File: src/rtl/p_uart_tx_if.sv
// Peripheral-bus bundle between the CPU (master) and the UART transmitter (slave).
interface p_uart_tx_if;
  logic       i_p_wr_strobe;
  logic       i_p_rd_strobe;
  logic [7:0] i_p_addr;
  logic [7:0] i_p_din;
  logic [7:0] o_p_dout;
  logic       o_p_rd_done;

  modport master (
    output i_p_wr_strobe, i_p_rd_strobe, i_p_addr, i_p_din,
    input  o_p_dout, o_p_rd_done
  );

  modport slave (
    input  i_p_wr_strobe, i_p_rd_strobe, i_p_addr, i_p_din,
    output o_p_dout, o_p_rd_done
  );
endinterface

File: src/rtl/p_uart_tx.sv
// UART transmitter with a 4-deep TX FIFO and a two-register peripheral-bus map
// (TXDATA at base, STATUS at base+1). Frames are 8N1, LSB first.
module p_uart_tx #(
  parameter logic [7:0] P_BASE_ADDR    = 8'h10,
  parameter int         P_CLKS_PER_BIT = 868
) (
  input  logic         i_clk,
  input  logic         i_reset,
  p_uart_tx_if.slave   bus,
  output logic         o_tx,
  output logic         o_busy
);

  localparam logic [15:0] LAST_BAUD = 16'(P_CLKS_PER_BIT - 1);
  localparam logic [7:0]  DATA_ADDR = P_BASE_ADDR;
  localparam logic [7:0]  STAT_ADDR = P_BASE_ADDR + 8'd1;

  typedef enum logic [1:0] {S_IDLE, S_START, S_DATA, S_STOP} state_t;

  state_t      state_q, state_d;
  logic [15:0] baud_q, baud_d;
  logic [2:0]  bit_idx_q, bit_idx_d;
  logic [7:0]  shift_q, shift_d;
  logic        tx_q, tx_d;
  logic [7:0]  fifo_q [4];
  logic [7:0]  fifo_d [4];
  logic [1:0]  wr_ptr_q, wr_ptr_d;
  logic [1:0]  rd_ptr_q, rd_ptr_d;
  logic [2:0]  count_q, count_d;
  logic        overflow_q, overflow_d;
  logic        rd_done_q, rd_done_d;
  logic [7:0]  dout_q, dout_d;

  logic       baud_last;
  logic       pop;
  logic       push;
  logic       wr_data_hit;
  logic       wr_stat_hit;
  logic       rd_hit;
  logic [7:0] status;

  always_comb begin
    state_d    = state_q;
    baud_d     = baud_q;
    bit_idx_d  = bit_idx_q;
    shift_d    = shift_q;
    fifo_d     = fifo_q;
    wr_ptr_d   = wr_ptr_q;
    rd_ptr_d   = rd_ptr_q;
    count_d    = count_q;
    overflow_d = overflow_q;
    pop        = 1'b0;
    push       = 1'b0;
    tx_d       = 1'b1;
    baud_last  = (baud_q == LAST_BAUD);

    wr_data_hit = bus.i_p_wr_strobe && (bus.i_p_addr == DATA_ADDR);
    wr_stat_hit = bus.i_p_wr_strobe && (bus.i_p_addr == STAT_ADDR);
    rd_hit      = bus.i_p_rd_strobe &&
                  ((bus.i_p_addr == DATA_ADDR) || (bus.i_p_addr == STAT_ADDR));
    status      = {4'b0, overflow_q, (state_q != S_IDLE), (count_q == 3'd0), (count_q == 3'd4)};

    case (state_q)
      S_IDLE: begin
        if (count_q != 3'd0) begin
          pop     = 1'b1;
          state_d = S_START;
          baud_d  = 16'd0;
        end
      end
      S_START: begin
        if (baud_last) begin
          state_d   = S_DATA;
          baud_d    = 16'd0;
          bit_idx_d = 3'd0;
        end else begin
          baud_d = baud_q + 16'd1;
        end
      end
      S_DATA: begin
        if (baud_last) begin
          baud_d    = 16'd0;
          bit_idx_d = bit_idx_q + 3'd1;
          if (bit_idx_q == 3'd7) state_d = S_STOP;
        end else begin
          baud_d = baud_q + 16'd1;
        end
      end
      S_STOP: begin
        if (baud_last) begin
          baud_d = 16'd0;
          // Chain straight into the next frame when more data is waiting.
          if (count_q != 3'd0) begin
            pop     = 1'b1;
            state_d = S_START;
          end else begin
            state_d = S_IDLE;
          end
        end else begin
          baud_d = baud_q + 16'd1;
        end
      end
      default: state_d = S_IDLE;
    endcase

    if (pop) begin
      shift_d  = fifo_q[rd_ptr_q];
      rd_ptr_d = rd_ptr_q + 2'd1;
    end

    // Fullness is judged after this cycle's pop, so a write on a popping cycle still fits.
    if (wr_data_hit) begin
      if ((count_q == 3'd4) && !pop) begin
        overflow_d = 1'b1;
      end else begin
        push             = 1'b1;
        fifo_d[wr_ptr_q] = bus.i_p_din;
        wr_ptr_d         = wr_ptr_q + 2'd1;
      end
    end
    if (wr_stat_hit && bus.i_p_din[3]) overflow_d = 1'b0;

    case ({push, pop})
      2'b10:   count_d = count_q + 3'd1;
      2'b01:   count_d = count_q - 3'd1;
      default: count_d = count_q;
    endcase

    case (state_d)
      S_START: tx_d = 1'b0;
      S_DATA:  tx_d = shift_d[bit_idx_d];
      default: tx_d = 1'b1;
    endcase

    rd_done_d = rd_hit;
    dout_d    = (rd_hit && (bus.i_p_addr == STAT_ADDR)) ? status : 8'h00;
  end

  always_ff @(posedge i_clk) begin
    if (i_reset) begin
      state_q    <= S_IDLE;
      baud_q     <= 16'd0;
      bit_idx_q  <= 3'd0;
      shift_q    <= 8'h00;
      tx_q       <= 1'b1;
      fifo_q     <= '{default: 8'h00};
      wr_ptr_q   <= 2'd0;
      rd_ptr_q   <= 2'd0;
      count_q    <= 3'd0;
      overflow_q <= 1'b0;
      rd_done_q  <= 1'b0;
      dout_q     <= 8'h00;
    end else begin
      state_q    <= state_d;
      baud_q     <= baud_d;
      bit_idx_q  <= bit_idx_d;
      shift_q    <= shift_d;
      tx_q       <= tx_d;
      fifo_q     <= fifo_d;
      wr_ptr_q   <= wr_ptr_d;
      rd_ptr_q   <= rd_ptr_d;
      count_q    <= count_d;
      overflow_q <= overflow_d;
      rd_done_q  <= rd_done_d;
      dout_q     <= dout_d;
    end
  end

  assign o_tx            = tx_q;
  assign o_busy          = (count_q != 3'd0) || (state_q != S_IDLE);
  assign bus.o_p_rd_done = rd_done_q;
  assign bus.o_p_dout    = dout_q;

endmodule

File: src/flat_wrapper.sv
// flat-port wrapper written by rule: the top's interface ports become plain ports
module p_uart_tx_flat 
#(
  parameter logic [7:0] P_BASE_ADDR    = 8'h10,
  parameter int         P_CLKS_PER_BIT = 868
)
  (i_clk, i_reset, o_tx, o_busy, bus_i_p_wr_strobe, bus_i_p_rd_strobe, bus_i_p_addr, bus_i_p_din, bus_o_p_dout, bus_o_p_rd_done);
  p_uart_tx_if bus_i ();
  input  logic i_clk;
  input  logic i_reset;
  output logic o_tx;
  output logic o_busy;
  input wire logic [$bits(bus_i.i_p_wr_strobe)-1:0] bus_i_p_wr_strobe;
  input wire logic [$bits(bus_i.i_p_rd_strobe)-1:0] bus_i_p_rd_strobe;
  input wire logic [$bits(bus_i.i_p_addr)-1:0] bus_i_p_addr;
  input wire logic [$bits(bus_i.i_p_din)-1:0] bus_i_p_din;
  output wire logic [$bits(bus_i.o_p_dout)-1:0] bus_o_p_dout;
  output wire logic [$bits(bus_i.o_p_rd_done)-1:0] bus_o_p_rd_done;
  assign bus_i.i_p_wr_strobe = bus_i_p_wr_strobe;
  assign bus_i.i_p_rd_strobe = bus_i_p_rd_strobe;
  assign bus_i.i_p_addr = bus_i_p_addr;
  assign bus_i.i_p_din = bus_i_p_din;
  assign bus_o_p_dout = bus_i.o_p_dout;
  assign bus_o_p_rd_done = bus_i.o_p_rd_done;
  p_uart_tx #(.P_BASE_ADDR(P_BASE_ADDR), .P_CLKS_PER_BIT(P_CLKS_PER_BIT)) u_core (.i_clk(i_clk), .i_reset(i_reset), .bus(bus_i), .o_tx(o_tx), .o_busy(o_busy));
endmodule
File: config.mk
export PLATFORM = sky130hd
export DESIGN_NAME = p_uart_tx_flat
export DESIGN_NICKNAME = d
export VERILOG_FILES = /design/src/rtl/p_uart_tx_if.sv /design/src/rtl/p_uart_tx.sv /design/src/flat_wrapper.sv
export SDC_FILE = /design/constraint.sdc
export NUM_CORES = 1
export LEC_CHECK = 0
export ABC_AREA = 1
export CAP_MARGIN = 20
export CELL_PAD_IN_SITES_DETAIL_PLACEMENT = 0
export CELL_PAD_IN_SITES_GLOBAL_PLACEMENT = 2
export CORE_MARGIN = 5
export CORE_UTILIZATION = 33
export CTS_CLUSTER_DIAMETER = 40
export DETAILED_ROUTE_END_ITERATION = 10
export PLACE_DENSITY_LB_ADDON = 0.1
export SETUP_SLACK_MARGIN = 0.02
export SKIP_LAST_GASP = 1
export SLEW_MARGIN = 40
export SYNTH_ARGS = -nofsm -noshare
export SYNTH_HDL_FRONTEND = slang
export SYNTH_SLANG_ARGS = --single-unit
File: constraint.sdc
create_clock -name i_clk -period 3.2 [get_ports i_clk]
set_clock_uncertainty 0.1 [all_clocks]
set_input_delay 0.48 -clock i_clk [delete_from_list [all_inputs] [get_ports i_clk]]
set_output_delay 0.48 -clock i_clk [all_outputs]
set_load 0.01 [all_outputs]
==> flow_metrics.py, run 1 <==
metrics = {
    "synth": {
        "ys_types": 39,
        "seq_area_frac_synth_pct": 40.25,
        "ys_ff_latch": 75,
        "syn_area_mm2": 0.003730,
        "synth_cells": 518,
        "avgSynthCellArea_um2": 7.200,
        "yosysWarnings": 0,
    },
    "die": {
        "ios": 31,
        "die-area_mm2": 0.01353,
        "die_height_um": 116.3,
        "fp-row-count": 38,
        "initial_core_util_pct": 34.11,
        "core_area_mm2": 0.01094,
        "die_w_um": 116.3,
    },
    "finish": {
        "final_cell_mix": "nand2_1, dfxtp_1, a21oi_1",
        "drive_above_1_share_pct": 7.353,
        "layout_commonest_cell": "nand2_1",
        "multi_input_area_mm2": 0.001862,
        "area_growth_pct": 17.38,
        "layout.nets": 574,
        "fillers": 1177,
        "diodes": 0,
        "seqCellArea_mm2": 0.001501,
    },
    "place": {
        "place_congestion": 0.7570,
        "port_buffers": 26,
        "dpl.hpwl_um": 6836,
    },
    "grt": {
        "grt_pass1_wl_um": 16000,
        "grt_remaining_overflow": 0,
        "antenna_found_initial": 0,
        "grt_max_degree": 46,
        "first_global_vias": 3202,
        "grt_usage_pct": 15.23,
    },
    "pwr": {
        "power_leakage_nw": 1.602,
        "p_total_w": 0.002627,
        "vdd_drop_max_mv": 0.2278,
        "power_density_mw_per_mm2": 599.9,
    },
    "drt": {
        "wl_per_cell_um": 14.15,
        "viasPerCell": 4.880,
        "vias": 3338,
        "drc": 0,
        "drtIter0Drc": 109,
        "routed_wl_um": 9680,
        "drtAntennaViolNets": 0,
        "dr.pass1.iters": 4,
    },
    "timing": {
        "fin_crit_sh_pct": 87.24,
        "worst_hold_slack_ns": 0.3499,
        "relSlewSlack_pct": 64.67,
        "hold_viol": 0,
        "fmax_ghz": 0.3582,
        "rsz0062_at_grt": "no",
        "finalCriticalPeriod_ns": 2.792,
        "slew_viol_final": 0,
        "setup_tns_ns": 0,
        "setup_violations": 0,
        "worst_pin_slew_ns": 0.5300,
    },
    "flow_run": {
        "cap_violations": 0,
    },
    "clocking": {
        "cts_tree": "built",
        "cts_sinks": 75,
        "htree_levels": 3,
        "cts_resized": 0,
        "cts-buffers-inserted": 9,
        "clockBufferDepth": 2,
        "clk_pin_slew_ns": 0.06,
        "insertion_delay_ns": 0.33,
        "cts_setup_buffers": 0,
        "cts_root_buffer": "clkbuf_16",
        "postCtsHoldBufs": 0,
    },
    "setup_path": {
        "cp_slowest_cell": "dfxtp_1",
        "critPathKind": "flop to flop",
        "startpoint": "u_core.state_q[0]",
        "cp_slowest_stage_delay_ns": 0.39,
        "end_kind": "flop",
        "path_cells": "inv_1, ha_1, clkinv_1, nand2_4, nand3_2, nand2_4, ha_1, inv_1, fa_1, nor2_1, nor2_1, nand2_1, o21ai_0, a21oi_1",
        "required_ns": 3.36,
        "arrival_ns": 2.95,
        "r2r_start": "u_core.state_q[0]",
        "critPathMaxFanout": 12,
        "critPathLaunchType": "flop",
    },
    "worst_hold_path": {
        "hp-start": "u_core.fifo_q[20]",
        "hp-class": "flop to flop",
    },
    "run_status": {
        "status": "finished clean",
    },
}
[path summary, 6_finish.rpt]
path	to	depth (start not counted)	slack [ns]
worst max-delay path	u_core.count_q[2]	14	0.41
worst min-delay path	u_core.fifo_q[20]	2	0.35
worst max register to register	u_core.count_q[2]	14	0.41
worst min register to register	u_core.fifo_q[20]	2	0.35
[through the flow]
step	cells	worst slack, ns	area [um^2]	util [%]
floorplan	521	0.8052	3741	-
global placement	668	0.4290	4078	37.29
detailed placement	668	0.3891	4078	37.29
CTS	684	0.4001	4378	40.03
global route	684	0.1288	4378	40.03
finish	684	0.4082	4378	40.03
[power breakdown]
| part | leakage (nW) | total (W) | internal [W] | switching [W] |
|---|---|---|---|---|
| Clock | 0.144 | 0.00101 | 0.000609 | 0.000400 |
| Sequential | 0.604 | 0.00101 | 0.000981 | 0.0000263 |
| Combinational | 0.854 | 0.000611 | 0.000204 | 0.000407 |
| Total | 1.60 | 0.00263 | 0.00179 | 0.000833 |
[cell families (layout without fill, tap and decap cells)]
family / after synthesis / count (layout) / share of synthesized area, %
adders and majority gates: 15 / 15 / 5.233
DFF: 75 / 75 / 40.25
buffers and inverters: 88 / 111 / 10.13
other: 1 / 4 / 0.1005
and+or+nand+nor: 201 / 201 / 24.46
AOI/OAI and AO/OA: 138 / 138 / 19.83
[area by class of cell]
class,instances,share of cell area [%]
inverters,64,5.516
repair buffers,31,6.802
multi-input cells,358,42.53
flip-flops and latches,75,34.30
well taps,140,4.001
clock inverters,3,0.4573
clock buffers,13,6.402
[layer usage]
layer | part of all wire (%) | track usage (%) | up-vias
li1 | - | - | 1751
met1 | 52 | 21.67 | 1528
met2 | 44 | 23.11 | 51
met3 | 3.0 | 2.798 | 8
met4 | 1.1 | 5.336 | 0
met5 | 0 | 0 | -
[critical path, delay by kind of cell, from the launching register on]
family	cells	cell delay [ns]
fa+ha+maj	3	0.88
compound gates	2	0.20
buf+inv	3	0.45
flops	1	0.39
simple gates	6	0.69
[flip-flops by register name, summed over array words and instances, names as in the netlist]
signal and count:
u_core.fifo_q 32, u_core.baud_q 16, u_core.shift_q 8, u_core.bus.o_p_dout 4
u_core.bit_idx_q 3, u_core.count_q 3, u_core.rd_ptr_q 2, u_core.state_q 2
u_core.wr_ptr_q 2, u_core.bus.o_p_rd_done 1, u_core.o_tx 1, u_core.overflow_q 1
[cells in the mapped netlist]
master    count  area share (%)
a311oi_1      1            0.23
o22ai_1       1            0.17
and3_1        1            0.17
o21ai_0      48             6.4
nand2_1      95             9.6
a31oi_1       1            0.17
nand2_2       2            0.34
inv_1        57             5.7
nor4_1        3            0.50
buf_4         4            0.81
nand2_4       4             1.2
o31ai_1       1            0.20
fa_1          1            0.54
buf_6         3            0.91
o21a_1        1            0.20
nand3b_1      2            0.40
nand3_2       2            0.54
o211ai_1      4            0.81
conb_1        1            0.10
clkinv_1      3            0.30
nor3b_1       1            0.20
o311ai_0      1            0.23
nor2_1       37             3.7
a21oi_1      70             9.4
or2_2         2            0.34
nor2_2        3            0.50
inv_2         3            0.30
clkbuf_1     10             1.0
clkinv_2      1            0.13
nor3_2        2            0.54
buf_2         7            0.94
nand3_1      43             5.8
nand4_1       3            0.50
ha_1         14             4.7
a221oi_1      5             1.2
and2_1        1            0.17
dfxtp_1      75              40
a211oi_1      2            0.40
o21ai_1       3            0.40
(Power assumes the default switching activity.)
==> run 2, diff against run 1 <==
--- a/config.mk
+++ b/config.mk
@@ -10,9 +10,10 @@
 export CELL_PAD_IN_SITES_DETAIL_PLACEMENT = 0
 export CELL_PAD_IN_SITES_GLOBAL_PLACEMENT = 2
 export CORE_MARGIN = 5
-export CORE_UTILIZATION = 33
+export CORE_UTILIZATION = 36
 export CTS_CLUSTER_DIAMETER = 40
 export DETAILED_ROUTE_END_ITERATION = 10
+export DONT_BUFFER_PORTS = 1
 export PLACE_DENSITY_LB_ADDON = 0.1
 export SETUP_SLACK_MARGIN = 0.02
 export SKIP_LAST_GASP = 1
==> run 2 against run 1 <==
Against the previous run:
- register-to-register slack improved by 0.05 ns
- maximum frequency is 2.0% higher
- worst hold slack lost 0.26 ns
- design area shrank 8.5%
- worst setup slack better by 0.054 ns
- routed wire length fell by 1.9%
- via count decreased by 3.2%
- combinational power is 9.2% lower
- core utilization down 0.88 points
- critical path type unchanged
- critical endpoint unchanged
- largest cell class unchanged
==> flow_metrics.py, run 2 (synthesized netlist as in run 1, its figures left out) <==
metrics = {
    "run_status": {
        "status": "finished clean",
    },
    "grt": {
        "grtUsageMet3_pct": 3.696,
        "met2_usage_pct": 24.78,
        "first_global_vias": 3070,
        "grt-busiest-layer": "met2",
        "grtUsageMet1_pct": 21.96,
        "grt_pass1_wl_um": 15810,
        "grt_usage_pct": 15.77,
        "grt_remaining_overflow": 0,
        "antenna_found_initial": 0,
        "grt_max_degree": 47,
    },
    "clocking": {
        "clockBufferDepth": 2,
        "insertion_delay_ns": 0.35,
        "cts_tree": "built",
        "cts_resized": 0,
        "htree_levels": 3,
        "clk_pin_slew_ns": 0.09,
        "postCtsHoldBufs": 0,
        "cts_root_buffer": "clkbuf_8",
        "cts_setup_buffers": 0,
        "cts-buffers-inserted": 9,
        "cts_sinks": 75,
    },
    "timing": {
        "slew_viol_final": 0,
        "worst_hold_slack_ns": 0.09429,
        "worst_pin_slew_ns": 0.5187,
        "fmax_ghz": 0.3653,
        "finalCriticalPeriod_ns": 2.738,
        "hold_viol": 0,
        "setup_tns_ns": 0,
        "rsz0062_at_grt": "no",
        "fin_crit_sh_pct": 85.55,
        "setup_violations": 0,
        "relSlewSlack_pct": 65.38,
    },
    "setup_path": {
        "critPathKind": "flop to flop",
        "end_kind": "flop",
        "startpoint": "u_core.state_q[1]",
        "critPathMaxFanout": 12,
        "arrival_ns": 2.91,
        "critPathLaunchType": "flop",
        "r2r_start": "u_core.state_q[1]",
        "required_ns": 3.38,
    },
    "place": {
        "port_buffers": 0,
        "place_congestion": 0.7750,
        "placed_cell_area_mm2": 0.003812,
        "dpl.hpwl_um": 6625,
    },
    "finish": {
        "reg_top3": "u_core.fifo_q x32, u_core.baud_q x16, u_core.shift_q x8",
        "area_growth_pct": 7.414,
        "diodes": 0,
        "layout.nets": 548,
        "final_cell_mix": "nand2_1, dfxtp_1, a21oi_1",
        "largest-register": "u_core.fifo_q",
        "fin_area_mm2": 0.004006,
        "drive_above_1_share_pct": 7.529,
        "largest_reg_flops": 32,
        "fillers": 1117,
        "layout_commonest_cell": "nand2_1",
    },
    "flow_run": {
        "cap_violations": 0,
    },
    "drt": {
        "vias": 3232,
        "drtIter0Drc": 193,
        "wl_per_cell_um": 14.53,
        "dr.pass1.iters": 5,
        "routed_wl_um": 9500,
        "viasPerCell": 4.942,
        "drtAntennaViolNets": 0,
        "drc": 0,
    },
    "die": {
        "core_area_mm2": 0.01023,
        "initial_core_util_pct": 36.46,
        "ios": 31,
        "die-area_mm2": 0.01250,
        "die_w_um": 111.8,
        "die_height_um": 111.8,
        "fp-row-count": 37,
    },
    "pwr": {
        "power_leakage_nw": 1.448,
        "vdd_drop_max_mv": 0.2400,
        "power_density_mw_per_mm2": 572.9,
    },
    "worst_hold_path": {
        "hp-class": "input port to flop",
        "hp-start": "i_reset",
    },
}
## run 2: changes by cell type in the layout (fill, tap and decap cells not counted), sizes merged
cell	previous run	this run
bufinv	0	1
clkinv	5	6
clkdlybuf4s50	26	0
clkbuf	13	10
clkinvlp	2	3
## run 2: worst paths after layout
path / endpoint / slack (ns) / depth (start not counted)
max: u_core.count_q[2] / 0.46 / 14
min: u_core.baud_q[7] / 0.09 / 1
max reg2reg: u_core.count_q[2] / 0.46 / 14
min reg2reg: u_core.fifo_q[20] / 0.35 / 2
## run 2: cell type report
type                    instances  area, um^2  share of cell area (%)
clock buffers                  10       127.6                   3.186
flip-flops and latches         75        1501                   37.48
inverters                      64       241.5                   6.027
repair buffers                  5       37.54                  0.9369
well taps                     136       170.2                   4.247
multi-input cells             358        1862                   46.47
clock inverters                 6       66.31                   1.655
## run 2: worst max-delay path, cell delays in order (launching register included)
cell      delay, ns
dfxtp_1        0.40
inv_1          0.09
ha_1           0.36
clkinv_1       0.27
nand2_4        0.24
nand3_2        0.10
nand2_4        0.10
ha_1           0.15
inv_1          0.07
fa_1           0.38
nor2_1         0.11
nor2_1         0.04
nand2_1        0.07
o21ai_0        0.07
a21oi_1        0.12
## run 2: stage by stage
step	worst slack (ns)	total power (W)	util (%)	std cells
6_report	0.4624	0.002295	39.16	654
4_1_cts	0.4443	0.002343	39.16	654
3_5_place_dp	0.4833	0.001594	37.26	638
2_1_floorplan	0.8052	0.001440	-	521
5_1_grt	0.2095	0.002464	39.16	654
3_3_place_gp	0.5497	0.001597	37.26	638
## run 2: routing by layer
metal  share of wire [%]  up-vias
li1                    -     1704
met1                  51     1484
met2                  45       35
met3                 3.0        9
met4                 1.1        0
met5                   0        -
## run 2: power by group
part	switching (W)	leakage (nW)	total (W)	internal [W]
registers	0.0000269	0.604	0.00101	0.000979
logic	0.000386	0.755	0.000555	0.000169
clock network	0.000374	0.0885	0.000734	0.000361
total	0.000787	1.45	0.00230	0.00151
==> run 3, diff against run 2 <==
--- a/config.mk
+++ b/config.mk
@@ -10,7 +10,7 @@
 export CELL_PAD_IN_SITES_DETAIL_PLACEMENT = 0
 export CELL_PAD_IN_SITES_GLOBAL_PLACEMENT = 2
 export CORE_MARGIN = 5
-export CORE_UTILIZATION = 36
+export CORE_UTILIZATION = 39
 export CTS_CLUSTER_DIAMETER = 40
 export DETAILED_ROUTE_END_ITERATION = 10
 export DONT_BUFFER_PORTS = 1
==> constraint.sdc (replaced) <==
create_clock -name i_clk -period 3.5 [get_ports i_clk]
set_clock_uncertainty 0.1 [all_clocks]
set_input_delay 0.525 -clock i_clk [delete_from_list [all_inputs] [get_ports i_clk]]
set_output_delay 0.525 -clock i_clk [all_outputs]
set_load 0.01 [all_outputs]
==> run 3 against run 2 <==
Against the previous run:
- non-clock buffer count is 2 lower
- sequential power is 7% lower
- first-iteration DRC count is 33% lower
- critical endpoint unchanged
- largest cell class unchanged
- highest routed layer unchanged
==> flow_metrics.py, run 3 (synthesized netlist as in run 1, its figures left out) <==
metrics = {
    "grt": {
        "grt_max_degree": 47,
        "grt_usage_pct": 17.20,
        "grt_remaining_overflow": 0,
        "antenna_found_initial": 0,
        "first_global_vias": 2977,
        "grt_pass1_wl_um": 15590,
    },
    "run_status": {
        "status": "finished clean",
    },
    "drt": {
        "vias": 3239,
        "drtAntennaViolNets": 0,
        "wl_per_cell_um": 14.46,
        "routed_wl_um": 9310,
        "viasPerCell": 5.030,
        "dr.pass1.iters": 4,
        "drc": 0,
        "drtIter0Drc": 129,
    },
    "finish": {
        "layout_commonest_cell": "nand2_1",
        "final_cell_mix": "nand2_1, dfxtp_1, a21oi_1",
        "seqCellArea_mm2": 0.001501,
        "drive_above_1_share_pct": 7.184,
        "largest_reg_flops": 32,
        "multi_input_area_mm2": 0.001862,
        "diodes": 0,
        "reg_top3": "u_core.fifo_q x32, u_core.baud_q x16, u_core.shift_q x8",
        "fillers": 988,
        "largest-register": "u_core.fifo_q",
        "area_growth_pct": 7.715,
        "layout.nets": 546,
    },
    "clocking": {
        "postCtsHoldBufs": 0,
        "insertion_delay_ns": 0.35,
        "clk_pin_slew_ns": 0.08,
        "htree_levels": 3,
        "cts_sinks": 75,
        "cts_resized": 0,
        "clockBufferDepth": 2,
        "cts-buffers-inserted": 9,
        "cts_root_buffer": "clkbuf_8",
        "cts_tree": "built",
        "cts_setup_buffers": 0,
    },
    "setup_path": {
        "path_cells": "inv_1, ha_1, clkinv_1, nand2_4, nand3_2, nand2_4, ha_1, inv_1, fa_1, nor2_1, nor2_1, nand2_1, o21ai_0, a21oi_1",
        "arrival_ns": 2.93,
        "critPathKind": "flop to flop",
        "critPathLaunchType": "flop",
        "reg2reg_slack_ns": 0.75,
        "required_ns": 3.68,
        "critPathMaxFanout": 12,
        "crit_buf_inv": 3,
        "cp_slowest_cell": "dfxtp_1",
        "critical-path-top-delay-family": "adder cells",
        "cp_slowest_stage_delay_ns": 0.39,
        "end_kind": "flop",
    },
    "timing": {
        "rsz0062_at_grt": "no",
        "fin_ws_ns": 0.7536,
        "setup_tns_ns": 0,
        "relSlewSlack_pct": 61.77,
        "worst_hold_slack_ns": 0.1459,
        "fmax_ghz": 0.3641,
        "finalCriticalPeriod_ns": 2.746,
        "worst_pin_slew_ns": 0.5727,
        "slew_viol_final": 0,
        "setup_violations": 0,
        "hold_viol": 0,
        "fin_crit_sh_pct": 78.47,
    },
    "die": {
        "ios": 31,
        "die-area_mm2": 0.01162,
        "fp-row-count": 35,
        "initial_core_util_pct": 40.18,
        "die_height_um": 107.8,
        "core_area_mm2": 0.009284,
        "die_w_um": 107.8,
    },
    "pwr": {
        "internal_power_w": 0.001509,
        "seq_power_share_pct": 42.4,
        "p_total_w": 0.002215,
        "pwr-share-clk_pct": 36.1,
        "vdd_drop_max_mv": 0.1911,
        "power_density_mw_per_mm2": 551.3,
        "p_comb_share_pct": 21.5,
        "power_leakage_nw": 1.468,
        "p_switching_w": 0.0007060,
        "p_sw_share_pct": 31.87,
    },
    "flow_run": {
        "cap_violations": 0,
    },
    "worst_hold_path": {
        "hp-class": "input port to flop",
    },
    "place": {
        "dpl_worst_slack_ns": 0.7768,
        "dpl.hpwl_um": 6450,
        "place_congestion": 0.7549,
        "port_buffers": 0,
    },
}
[run 3: changes by cell type in the layout (fill, tap and decap cells not counted)]
cell and delta:
clkbuf_1 -1, clkinvlp_4 -3, buf_4 -2, clkinv_2 +2
clkinv_4 -1, bufinv_16 +2
[run 3: metrics by stage]
stage / instances / utilization [%] / cell area [um^2]
6_report: 644 / 43.27 / 4018
3_3_place_gp: 629 / 40.81 / 3789
4_1_cts: 644 / 43.27 / 4018
3_5_place_dp: 629 / 40.81 / 3789
5_1_grt: 644 / 43.27 / 4018
2_1_floorplan: 521 / - / 3741
[run 3: path summary, 6_finish.rpt]
kind / cells after the start / endpoint / start
setup reg to reg: 14 / u_core.count_q[2] / u_core.state_q[0]
hold reg to reg: 2 / u_core.fifo_q[8] / u_core.fifo_q[8]
setup / recovery: 14 / u_core.count_q[2] / u_core.state_q[0]
hold / removal: 1 / u_core.baud_q[7] / i_reset
[run 3: area by class of cell]
cell class | instances | area share [%]
tap | 129 | 4.017
inverter | 64 | 6.011
multi-input combinational | 358 | 46.34
sequential | 75 | 37.37
timing repair buffer | 3 | 0.5606
clock buffer | 9 | 3.083
clock inverter | 6 | 2.616
[run 3: worst reg2reg max path: stages, from the launching register on]
cell      delay, ns
dfxtp_1        0.39
inv_1          0.10
ha_1           0.37
clkinv_1       0.28
nand2_4        0.24
nand3_2        0.11
nand2_4        0.10
ha_1           0.14
inv_1          0.06
fa_1           0.37
nor2_1         0.11
nor2_1         0.04
nand2_1        0.07
o21ai_0        0.07
a21oi_1        0.12
[run 3: routing by layer]
layer | GRT usage [%] | wire length [um] | up-vias
li1 | - | - | 1694
met1 | 24.08 | 4626 | 1462
met2 | 26.11 | 4030 | 70
met3 | 3.839 | 515 | 13
met4 | 5.591 | 138 | 0
met5 | 0 | 0 | -
[run 3: power groups by stage]
| stage | sequential [W] | combinational [W] | clock, W |
|---|---|---|---|
| after CTS | 0.000941 | 0.000482 | 0.000818 |
| final | 0.000939 | 0.000476 | 0.000800 |
| after global placement | 0.000960 | 0.000485 | 0 |
| after global routing | 0.000947 | 0.000559 | 0.000863 |
| after detailed placement | 0.000960 | 0.000481 | 0 |
| after floorplan | 0.000933 | 0.000384 | 0 |
